File: src/rtl/ring_buffer_flex_if.sv
// ring_buffer_flex_if: handshake and status bundle between the set loaders and the set-staging ring buffer.
interface ring_buffer_flex_if #(
   parameter int DATA_WIDTH  = 4,
   parameter int DATA_OF_SET = 4,
   parameter int BUFFER_SIZE = 4
);
   localparam int AW = $clog2(BUFFER_SIZE);
   logic wen, ren, err_clr;
   logic [DATA_OF_SET-1:0][DATA_WIDTH-1:0] din, dout;
   logic dout_valid, full_flag, empty_flag, almost_full, almost_empty, overflow, underflow;
   logic [AW:0] count;
   logic [AW-1:0] wptr_check, rptr_check;
   modport master (
      output wen, ren, din, err_clr,
      input dout, dout_valid, full_flag, empty_flag, almost_full, almost_empty, count,
      wptr_check, rptr_check, overflow, underflow
   );
   modport slave (
      input wen, ren, din, err_clr,
      output dout, dout_valid, full_flag, empty_flag, almost_full, almost_empty, count,
      wptr_check, rptr_check, overflow, underflow
   );
endinterface

File: src/rtl/ring_buffer_flex.sv
// ring_buffer_flex: set-wide FIFO with occupancy count, threshold flags and registered dout.
// Sticky overflow/underflow flags are built only when RING_BUFFER_FLEX_ERR_EN is defined.
module ring_buffer_flex #(
   parameter int DATA_WIDTH  = 4,
   parameter int DATA_OF_SET = 4,
   parameter int BUFFER_SIZE = 4,
   parameter int AFULL_TH    = BUFFER_SIZE - 1,
   parameter int AEMPTY_TH   = 1
) (
   input logic clk,
   input logic rst,
   ring_buffer_flex_if.slave bus
);
   localparam int AW = $clog2(BUFFER_SIZE);
   localparam logic [AW:0] FULL_CNT = (AW+1)'(BUFFER_SIZE);
   localparam logic [AW:0] AF_CNT = (AW+1)'(AFULL_TH);
   localparam logic [AW:0] AE_CNT = (AW+1)'(AEMPTY_TH);
   logic [DATA_OF_SET-1:0][DATA_WIDTH-1:0] mem [BUFFER_SIZE];
   logic [DATA_OF_SET-1:0][DATA_WIDTH-1:0] dout;
   logic [AW-1:0] wptr, rptr;
   logic [AW:0] cnt;
   logic dout_valid, full, empty, wr_acc, rd_acc;
   // Flags come from the count register alone, so no input reaches an output combinationally.
   assign full = cnt == FULL_CNT;
   assign empty = cnt == '0;
   assign wr_acc = bus.wen & (~full | bus.ren);
   assign rd_acc = bus.ren & ~empty;
   always_ff @(posedge clk)
      if (wr_acc) mem[wptr] <= bus.din;
   always_ff @(posedge clk or posedge rst)
      if (rst) begin
         wptr <= '0;
         rptr <= '0;
         cnt <= '0;
         dout <= '0;
         dout_valid <= 1'b0;
      end else begin
         dout_valid <= rd_acc;
         if (rd_acc) begin
            dout <= mem[rptr];
            rptr <= rptr + 1'b1;
         end
         if (wr_acc) wptr <= wptr + 1'b1;
         if (wr_acc != rd_acc) cnt <= wr_acc ? cnt + 1'b1 : cnt - 1'b1;
      end
   assign bus.dout = dout;
   assign bus.dout_valid = dout_valid;
   assign bus.full_flag = full;
   assign bus.empty_flag = empty;
   assign bus.almost_full = cnt >= AF_CNT;
   assign bus.almost_empty = cnt <= AE_CNT;
   assign bus.count = cnt;
   assign bus.wptr_check = wptr;
   assign bus.rptr_check = rptr;
`ifdef RING_BUFFER_FLEX_ERR_EN
   logic ovf, udf;
   // A new rejection in the clearing cycle keeps the flag set.
   always_ff @(posedge clk or posedge rst)
      if (rst) begin
         ovf <= 1'b0;
         udf <= 1'b0;
      end else begin
         ovf <= (bus.wen & ~wr_acc) | (ovf & ~bus.err_clr);
         udf <= (bus.ren & ~rd_acc) | (udf & ~bus.err_clr);
      end
   assign bus.overflow = ovf;
   assign bus.underflow = udf;
`else
   logic unused_err_clr;
   assign unused_err_clr = bus.err_clr;
   assign bus.overflow = 1'b0;
   assign bus.underflow = 1'b0;
`endif
endmodule

File: src/flat_wrapper.sv
// flat-port wrapper written by rule: the top's interface ports become plain ports
module ring_buffer_flex_flat 
#(
   parameter int DATA_WIDTH  = 4,
   parameter int DATA_OF_SET = 4,
   parameter int BUFFER_SIZE = 4,
   parameter int AFULL_TH    = BUFFER_SIZE - 1,
   parameter int AEMPTY_TH   = 1
)
  (clk, rst, bus_wen, bus_ren, bus_din, bus_err_clr, bus_dout, bus_dout_valid, bus_full_flag, bus_empty_flag, bus_almost_full, bus_almost_empty, bus_count, bus_wptr_check, bus_rptr_check, bus_overflow, bus_underflow);
  ring_buffer_flex_if #(.DATA_WIDTH(DATA_WIDTH), .DATA_OF_SET(DATA_OF_SET), .BUFFER_SIZE(BUFFER_SIZE)) bus_i ();
  input logic clk;
  input logic rst;
  input wire logic [$bits(bus_i.wen)-1:0] bus_wen;
  input wire logic [$bits(bus_i.ren)-1:0] bus_ren;
  input wire logic [$bits(bus_i.din)-1:0] bus_din;
  input wire logic [$bits(bus_i.err_clr)-1:0] bus_err_clr;
  output wire logic [$bits(bus_i.dout)-1:0] bus_dout;
  output wire logic [$bits(bus_i.dout_valid)-1:0] bus_dout_valid;
  output wire logic [$bits(bus_i.full_flag)-1:0] bus_full_flag;
  output wire logic [$bits(bus_i.empty_flag)-1:0] bus_empty_flag;
  output wire logic [$bits(bus_i.almost_full)-1:0] bus_almost_full;
  output wire logic [$bits(bus_i.almost_empty)-1:0] bus_almost_empty;
  output wire logic [$bits(bus_i.count)-1:0] bus_count;
  output wire logic [$bits(bus_i.wptr_check)-1:0] bus_wptr_check;
  output wire logic [$bits(bus_i.rptr_check)-1:0] bus_rptr_check;
  output wire logic [$bits(bus_i.overflow)-1:0] bus_overflow;
  output wire logic [$bits(bus_i.underflow)-1:0] bus_underflow;
  assign bus_i.wen = bus_wen;
  assign bus_i.ren = bus_ren;
  assign bus_i.din = bus_din;
  assign bus_i.err_clr = bus_err_clr;
  assign bus_dout = bus_i.dout;
  assign bus_dout_valid = bus_i.dout_valid;
  assign bus_full_flag = bus_i.full_flag;
  assign bus_empty_flag = bus_i.empty_flag;
  assign bus_almost_full = bus_i.almost_full;
  assign bus_almost_empty = bus_i.almost_empty;
  assign bus_count = bus_i.count;
  assign bus_wptr_check = bus_i.wptr_check;
  assign bus_rptr_check = bus_i.rptr_check;
  assign bus_overflow = bus_i.overflow;
  assign bus_underflow = bus_i.underflow;
  ring_buffer_flex #(.DATA_WIDTH(DATA_WIDTH), .DATA_OF_SET(DATA_OF_SET), .BUFFER_SIZE(BUFFER_SIZE), .AFULL_TH(AFULL_TH), .AEMPTY_TH(AEMPTY_TH)) u_core (.clk(clk), .rst(rst), .bus(bus_i));
endmodule
File: config.mk
export PLATFORM = sky130hd
export DESIGN_NAME = ring_buffer_flex_flat
export DESIGN_NICKNAME = d
export VERILOG_FILES = /design/src/rtl/ring_buffer_flex_if.sv /design/src/rtl/ring_buffer_flex.sv /design/src/flat_wrapper.sv
export SDC_FILE = /design/constraint.sdc
export NUM_CORES = 1
export LEC_CHECK = 0
export CORE_UTILIZATION = 58
export DETAILED_ROUTE_END_ITERATION = 12
export GPL_ROUTABILITY_DRIVEN = 0
export HOLD_SLACK_MARGIN = 0.06
export PLACE_DENSITY = 0.93
export SKIP_LAST_GASP = 1
export SYNTH_ARGS = -nofsm -noshare
export SYNTH_HDL_FRONTEND = slang
export SYNTH_SLANG_ARGS = --single-unit
File: constraint.sdc
create_clock -name clk -period 5.6 [get_ports clk]
set_clock_uncertainty 0.05 [all_clocks]
set_input_delay 0.84 -clock clk [delete_from_list [all_inputs] [get_ports clk]]
set_output_delay 0.84 -clock clk [all_outputs]
set_load 0.02 [all_outputs]
==> flow_summary.yaml, run 1 <==
outcome:
  status: "completed"
sta:
  fmax_mhz: 328
  whs_ns: 0.466
  fin_tns_setup_ns: 0
  rsz0062_at_grt: "false"
  slew_headroom: 0.288
  post-route-period-util: 0.545
  finalHoldViolCount: 0
  tightest_slew_ns: 1.07
  period_minus_slack_ns: 3.05
  timing.final.ws_setup_ns: 2.55
  finalSetupViolations: 0
  slew_viol_final: 0
synthesis:
  synthFlopType: "edfxtp_1"
  synth_area_leaders: "edfxtp_1, dfrtp_1, mux4_2, mux4_1, mux2_4"
  synthCells: 183
  synth-edff-count: 64
  netlist.top_cell.by_area: "edfxtp_1"
  ys_seq_area_frac: 0.702
  ys_seq_elements: 88
  async_reset_ff_frac: 0.273
  synth_top_area_frac: 0.535
  netlist_area_um2: 3590
  syn_area_per_cell_um2: 19.6
  synth_cell_types: 33
  yosysWarnings: 0
detailed_routing:
  wire_per_inst_um: 18.9
  wirelength_um: 5930
  drtPass1Iterations: 4
  drc_errors: 0
  vias: 1762
  via_per_inst: 5.61
  drt_iter0_drc: 99
  ant_nets: 0
clocking:
  cts.sinks: 88
  cts_max_path_buffers: 2
  cts-root-buf: "clkbuf_8"
  cts-buffers-inserted: 9
  cts_tree: "built"
  cts_hold_buf: 0
  ctsResizeCount: 0
  clkLatencyLatePin_ns: 0.34
  post_cts_buffers: 0
  clkTransAtPathRegs_ns: 0.08
  htree_levels: 3
final_layout:
  finalNonFillerCells: 314
  multiInputGateArea_um2: 960
  final_common_cell: "edfxtp_1"
  stdcell_area_um2: 4280
  final_cell_mix: "edfxtp_1, clkdlybuf4s50_1, dfrtp_1, clkbuf_8"
  seq_area_um2: 2520
  area_growth_pct: 19.3
  num-nets-final: 264
  num_antenna_cells: 0
  layout-drive-gt1-share: 0.184
  fill_cells: 379
  fin_util: 0.719
setup_path:
  endpoint_kind: "output port"
  start_kind: "flop"
  cp.arrival_ns: 2.16
  rr_endpoint: "u_core.mem[2][0]$_DFFE_PP_"
  slowest_delay_ns: 1.05
  worst_r2r_startpoint: "u_core.bus.count[1]$_DFFE_PP0P_"
  cpMaxStageDelayCell: "dfrtp_1"
  r2r_cells: 6
  worstPathMaxFanout: 19
  critical_path_buf_inv_count: 1
  path_cells: "clkdlybuf4s50_1"
  path_class: "reg -> out"
  worstPathRequired_ns: 4.71
  path_delay_family: "flip-flops"
  rrSetupSlack_ns: 3.00
worst_hold_path:
  hold_path.class: "reg -> reg"
  worstHoldPathCells: 1
  hp-start: "u_core.bus.dout[4]$_DFFE_PP0P_"
  whs_endpoint: "u_core.bus.dout[4]$_DFFE_PP0P_"
grt:
  antenna_found_initial: 0
  grt_max_degree: 25
  track_usage: 0.210
  grt_first_pass_wirelength_um: 9410
  overflow: 0
  first_global_vias: 1870
die:
  initial_utilization: 0.603
  die_h_um: 80.7
  core_um2: 5960
  io_pins: 51
  die-area_um2: 6510
  die_x_um: 80.7
  rows: 28
placement:
  dp_slack_ns: 2.43
  port_buffers: 47
  place_hpwl_um: 3810
  place_inst: 298
  place_area_um2: 4090
run:
  drv_cap: 0
power_and_ir_drop:
  power.density_nw_per_um2: 541
  leakagePower_nw: 1.59
  total_power_mw: 2.32
  vdd_drop_max_v: 0.000314
-- state kept, by name (all words and copies together), names as in the netlist --
register,cells
u_core.bus.dout_valid,1
u_core.bus.dout,16
u_core.bus.rptr_check,2
u_core.mem,64
u_core.bus.count,3
u_core.bus.wptr_check,2
-- worst max path at each step --
stage                                         startpoint  depth (start not counted)  slack [ns]                    endpoint
CTS                 u_core.bus.rptr_check[0]$_DFFE_PP0P_                          1        2.48           bus_rptr_check[0]
floorplan                u_core.bus.count[1]$_DFFE_PP0P_                          6        3.24  u_core.mem[0][0]$_DFFE_PP_
detailed placement                               bus_wen                          4        2.43  u_core.mem[2][3]$_DFFE_PP_
global route        u_core.bus.rptr_check[0]$_DFFE_PP0P_                          1        2.38           bus_rptr_check[0]
global placement                                 bus_wen                          4        2.45  u_core.mem[1][5]$_DFFE_PP_
finish              u_core.bus.rptr_check[0]$_DFFE_PP0P_                          1        2.55           bus_rptr_check[0]
-- layout make-up --
cell class	instances	area share
Clock buffer	11	0.0330
Inverter	10	0.00935
Clock inverter	5	0.0131
Timing Repair Buffer	47	0.110
Tap cell	75	0.0219
Sequential cell	88	0.589
Multi-Input combinational cell	78	0.224
-- cells in the mapped netlist, types with 2 or more instances --
cell      instances
mux2_4            8
nor2_1            2
mux4_1            7
mux4_2            9
buf_6             2
buf_2             3
buf_4             2
mux2_2            9
edfxtp_1         64
nand2_1           2
and2_1            4
dfrtp_1          24
o21ai_0           4
ha_1              9
o211ai_1          2
a21oi_1           4
inv_1             9
xnor2_1           4
-- metal layers --
layer  share of wire  global-route usage
met1            0.42               0.265
met2            0.52               0.353
met3           0.040              0.0534
met4           0.015              0.0750
met5               0                   0
-- power by group --
group | switching [mW] | leakage [nW] | internal, mW | total [mW]
logic | 0.381 | 0.623 | 0.469 | 0.850
clock network | 0.217 | 0.0997 | 0.219 | 0.435
registers | 0.142 | 0.868 | 0.892 | 1.03
total | 0.739 | 1.59 | 1.58 | 2.32
-- kinds of logic (layout without fill, tap and decap cells) --
group	Yosys count	in the layout	share of synthesized area
flops	88	88	0.702
mux	34	34	0.172
buf+inv	18	73	0.0314
simple gates	15	15	0.0279
compound gates	14	14	0.0240
fa+ha+maj	9	9	0.0314
xor+xnor	4	4	0.00976
other cells	1	2	0.00104
(Power assumes the default switching activity.)
==> run 2: changes to the inputs <==
--- a/config.mk
+++ b/config.mk
@@ -5,11 +5,11 @@
 export SDC_FILE = /design/constraint.sdc
 export NUM_CORES = 1
 export LEC_CHECK = 0
-export CORE_UTILIZATION = 58
+export CORE_UTILIZATION = 49
 export DETAILED_ROUTE_END_ITERATION = 12
 export GPL_ROUTABILITY_DRIVEN = 0
 export HOLD_SLACK_MARGIN = 0.06
-export PLACE_DENSITY = 0.93
+export PLACE_DENSITY = 0.85
 export SKIP_LAST_GASP = 1
 export SYNTH_ARGS = -nofsm -noshare
 export SYNTH_HDL_FRONTEND = slang
==> constraint.sdc (replaced) <==
create_clock -name clk -period 2.7 [get_ports clk]
set_clock_uncertainty 0.05 [all_clocks]
set_input_delay 0.405 -clock clk [delete_from_list [all_inputs] [get_ports clk]]
set_output_delay 0.405 -clock clk [all_outputs]
set_load 0.02 [all_outputs]
==> flow_summary.yaml, run 2 (same netlist as run 1, synthesis figures left out) <==
sta:
  slew_viol_final: 0
  whs_ns: 0.351
  fmax_mhz: 388
  tightest_slew_ns: 0.593
  finalSetupViolations: 0
  post-route-period-util: 0.955
  fin_tns_setup_ns: 0
  finalHoldViolCount: 0
  slew_headroom: 0.605
  rsz0062_at_grt: "false"
  period_minus_slack_ns: 2.58
detailed_routing:
  drt_iter0_drc: 91
  ant_nets: 0
  via_per_inst: 5.14
  drtPass1Iterations: 4
  vias: 1758
  drc_errors: 0
  wire_per_inst_um: 17.2
  wirelength_um: 5870
run:
  drv_cap: 0
setup_path:
  worstPathRequired_ns: 2.25
  start_kind: "flop"
  endpoint_kind: "output port"
  cp.arrival_ns: 2.12
  worstPathMaxFanout: 7
  path_class: "reg -> out"
power_and_ir_drop:
  pwr-share-comb: 0.399
  power_frac_seq: 0.438
  clkPwrFrac: 0.163
  power.density_nw_per_um2: 1090
  p_int_mw: 3.20
  vdd_drop_max_v: 0.000458
  p_sw_frac: 0.325
  leakagePower_nw: 1.61
  p_switching_mw: 1.54
clocking:
  cts-root-buf: "clkbuf_8"
  clkTransAtPathRegs_ns: 0.09
  post_cts_buffers: 0
  clkLatencyLatePin_ns: 0.35
  cts_tree: "built"
  ctsResizeCount: 0
  htree_levels: 3
  cts-buffers-inserted: 9
  cts_max_path_buffers: 2
  cts.sinks: 88
  cts_hold_buf: 0
die:
  die_x_um: 87.6
  io_pins: 51
  die_h_um: 87.6
  initial_utilization: 0.517
  rows: 30
  core_um2: 6940
  die-area_um2: 7670
final_layout:
  fin_util: 0.625
  num_antenna_cells: 0
  num-nets-final: 271
  final_cell_mix: "edfxtp_1, clkdlybuf4s50_1, dfrtp_1"
  area_growth_pct: 20.9
  largest_reg_flops: 64
  final_common_cell: "edfxtp_1"
  layout-drive-gt1-share: 0.199
  top_register: "u_core.mem"
outcome:
  status: "completed"
grt:
  grt_first_pass_wirelength_um: 9080
  track_usage: 0.170
  overflow: 0
  antenna_found_initial: 0
  first_global_vias: 1781
  grt_max_degree: 25
worst_hold_path:
  hold_path.class: "in -> async"
placement:
  port_buffers: 47
  place_hpwl_um: 3840
[run 2: cell count changes in the layout (fill, tap and decap cells not counted)]
cell / change
clkinvlp_4: +1
buf_4: +6
clkinv_2: -1
clkinv_1: +2
bufinv_16: -1
clkbuf_8: -1
clkinv_4: +1
buf_12: +1
inv_6: -1
[run 2: power by group through the flow]
stage	logic [mW]	clock network [mW]	registers, mW
2_1_floorplan	1.07	0	2.24
6_report	1.89	0.772	2.08
3_3_place_gp	1.86	0	2.09
4_1_cts	1.92	0.796	2.09
3_5_place_dp	1.92	0	2.11
5_1_grt	2.03	0.843	2.12
[run 2: path summary, 6_finish.rpt]
path / startpoint / to / slack [ns] / depth (start not counted)
hold reg to reg: u_core.bus.dout[5]$_DFFE_PP0P_ / u_core.bus.dout[5]$_DFFE_PP0P_ / 0.47 / 1
max in group asynchronous: rst / u_core.bus.dout[11]$_DFFE_PP0P_ / 1.98 / 3
setup / recovery: u_core.bus.count[1]$_DFFE_PP0P_ / bus_empty_flag / 0.12 / 4
hold / removal: rst / u_core.bus.dout[12]$_DFFE_PP0P_ / 0.35 / 3
min in group clk: u_core.bus.dout[5]$_DFFE_PP0P_ / u_core.bus.dout[5]$_DFFE_PP0P_ / 0.47 / 1
setup reg to reg: u_core.bus.count[1]$_DFFE_PP0P_ / u_core.mem[0][14]$_DFFE_PP_ / 0.43 / 7
[run 2: per-layer routing]
| metal | share of wire | track usage | vias up |
|---|---|---|---|
| met5 | 0 | 0 | - |
| met3 | 0.038 | 0.0500 | 9 |
| met1 | 0.43 | 0.212 | 888 |
| met4 | 0.012 | 0.0671 | 0 |
| met2 | 0.52 | 0.281 | 40 |
| li1 | - | - | 821 |
[run 2: area by class of cell]
cell class,count,area (um^2)
Timing Repair Buffer,54,536
Inverter,10,40.0
Multi-Input combinational cell,78,960
Fill cell,475,2600
Clock buffer,10,128
Tap cell,96,120
Clock inverter,6,36.3
Sequential cell,88,2520
[run 2: per-stage QoR]
stage | area (um^2) | total power [mW] | cells | setup slack, ns
after floorplan | 3590 | 3.31 | 184 | 0.342
after global placement | 4180 | 3.96 | 326 | 0.378
after detailed placement | 4180 | 4.03 | 326 | 0.272
after CTS | 4340 | 4.81 | 342 | 0.116
after global routing | 4340 | 5.00 | 342 | 0.0412
final | 4340 | 4.74 | 342 | 0.122
[run 2: worst max-delay path: stages (launching register included)]
cell and delay, ns:
dfrtp_1 0.43, inv_1 0.19, ha_1 0.32, nor2b_4 0.23, clkdlybuf4s50_1 0.61
==> run 3: changes to the inputs <==
--- a/config.mk
+++ b/config.mk
@@ -6,10 +6,12 @@
 export NUM_CORES = 1
 export LEC_CHECK = 0
 export CORE_UTILIZATION = 49
+export CTS_CLUSTER_DIAMETER = 120
 export DETAILED_ROUTE_END_ITERATION = 12
 export GPL_ROUTABILITY_DRIVEN = 0
 export HOLD_SLACK_MARGIN = 0.06
 export PLACE_DENSITY = 0.85
+export RECOVER_POWER = 100
 export SKIP_LAST_GASP = 1
 export SYNTH_ARGS = -nofsm -noshare
 export SYNTH_HDL_FRONTEND = slang
==> flow_summary.yaml, run 3 (same netlist as run 1, synthesis figures left out) <==
outcome:
  status: "completed"
sta:
  post-route-period-util: 0.952
  period_minus_slack_ns: 2.57
  finalHoldViolCount: 0
  timing.final.ws_setup_ns: 0.129
  slew_viol_final: 0
  tightest_slew_ns: 1.43
  slew_headroom: 0.0443
  finalSetupViolations: 0
  rsz0062_at_grt: "false"
  fin_tns_setup_ns: 0
  fmax_mhz: 389
setup_path:
  slowest_delay_ns: 0.61
  cpMaxStageDelayCell: "clkdlybuf4s50_1"
  path_class: "reg -> out"
  critical_path_buf_inv_count: 2
  endpoint_kind: "output port"
  worst_r2r_startpoint: "u_core.bus.count[1]$_DFFE_PP0P_"
  startpoint: "u_core.bus.count[1]$_DFFE_PP0P_"
  start_kind: "flop"
  path_cells: "inv_1 > ha_1 > nor2b_4 > clkdlybuf4s50_1"
  worstPathRequired_ns: 2.25
  path_delay_family: "buffers and inverters"
  cp.arrival_ns: 2.12
  worstPathMaxFanout: 7
placement:
  place_inst: 326
  place_hpwl_um: 3840
  port_buffers: 47
  place_area_um2: 4180
  dp_slack_ns: 0.272
die:
  initial_utilization: 0.517
  die_x_um: 87.6
  core_um2: 6940
  die-area_um2: 7670
  die_h_um: 87.6
  io_pins: 51
  rows: 30
detailed_routing:
  drc_errors: 0
  wire_per_inst_um: 17.2
  drtPass1Iterations: 4
  vias: 1748
  ant_nets: 0
  drt_iter0_drc: 71
  wirelength_um: 5870
  via_per_inst: 5.11
worst_hold_path:
  hold_path.class: "reg -> reg"
  hp-start: "u_core.bus.dout[5]$_DFFE_PP0P_"
clocking:
  cts-buffers-inserted: 9
  cts_tree: "built"
  cts_hold_buf: 0
  clkTransAtPathRegs_ns: 0.08
  cts-root-buf: "clkbuf_8"
  ctsResizeCount: 0
  post_cts_buffers: 0
  cts.sinks: 88
  cts_max_path_buffers: 2
  htree_levels: 3
  clkLatencyLatePin_ns: 0.35
grt:
  met2_usage: 0.281
  grt_util_met1: 0.212
  busiest_layer: "met2"
  grtUsageMet3: 0.0500
  overflow: 0
  track_usage: 0.170
  first_global_vias: 1781
  grt_first_pass_wirelength_um: 9080
  grt_max_degree: 25
  antenna_found_initial: 0
power_and_ir_drop:
  vdd_drop_max_v: 0.000449
  power.density_nw_per_um2: 1060
  leakagePower_nw: 1.58
final_layout:
  area_growth_pct: 19.4
  num_antenna_cells: 0
  final_common_cell: "edfxtp_1"
  top_register: "u_core.mem"
  final_cell_mix: "edfxtp_1, dlygate4sd3_1, dfrtp_1, inv_1"
  finalNonFillerCells: 342
  largest_reg_flops: 64
  layout-drive-gt1-share: 0.154
  stdcell_area_um2: 4290
  num-nets-final: 271
  fill_cells: 488
run:
  drv_cap: 0
## run 3: changes by cell type in the layout (fill, tap and decap cells not counted), moves of 3 or more
cell and delta:
clkdlybuf4s50_1 -43, dlygate4sd3_1 +43, mux2_1 +8, mux2_4 -8
buf_4 -5, and2_0 +4, and2_1 -4, clkbuf_2 +3
## run 3: metal layers
metal | vias up | wire (um)
li1 | 823 | -
met1 | 881 | 2530
met2 | 35 | 3050
met3 | 9 | 213
met4 | 0 | 69
met5 | - | 0
## run 3: worst paths after layout
path	cells after the start	slack, ns	to
worst max-delay path	4	0.13	bus_empty_flag
worst min-delay path	1	0.44	u_core.bus.dout[5]$_DFFE_PP0P_
worst max register to register	7	0.25	u_core.mem[3][13]$_DFFE_PP_
worst min register to register	1	0.44	u_core.bus.dout[5]$_DFFE_PP0P_
max in group asynchronous	3	0.84	u_core.bus.dout[11]$_DFFE_PP0P_
min in group asynchronous	3	0.92	u_core.bus.dout[2]$_DFFE_PP0P_
## run 3: power breakdown
| part | total [mW] | internal, mW | switching, mW |
|---|---|---|---|
| Combinational | 1.72 | 0.864 | 0.854 |
| Clock | 0.770 | 0.328 | 0.442 |
| Sequential | 2.07 | 1.85 | 0.221 |
| Total | 4.56 | 3.04 | 1.52 |
## run 3: cell type report
type / instances / area [um^2] / share of cell area
multi-input combinational: 78 / 922 / 0.215
clock buffer: 10 / 128 / 0.0298
inverter: 10 / 37.5 / 0.00875
sequential: 88 / 2520 / 0.588
tap: 96 / 120 / 0.0280
timing repair buffer: 54 / 522 / 0.122
clock inverter: 6 / 36.3 / 0.00846
## run 3: per-stage QoR
step                hold WS, ns  utilization  power [mW]
finish                    0.443        0.617        4.56
global route              0.463        0.617        4.82
CTS                       0.350        0.625        4.81
detailed placement        0.447        0.602        4.03
global placement          0.444        0.602        3.96
floorplan                 0.370            -        3.31
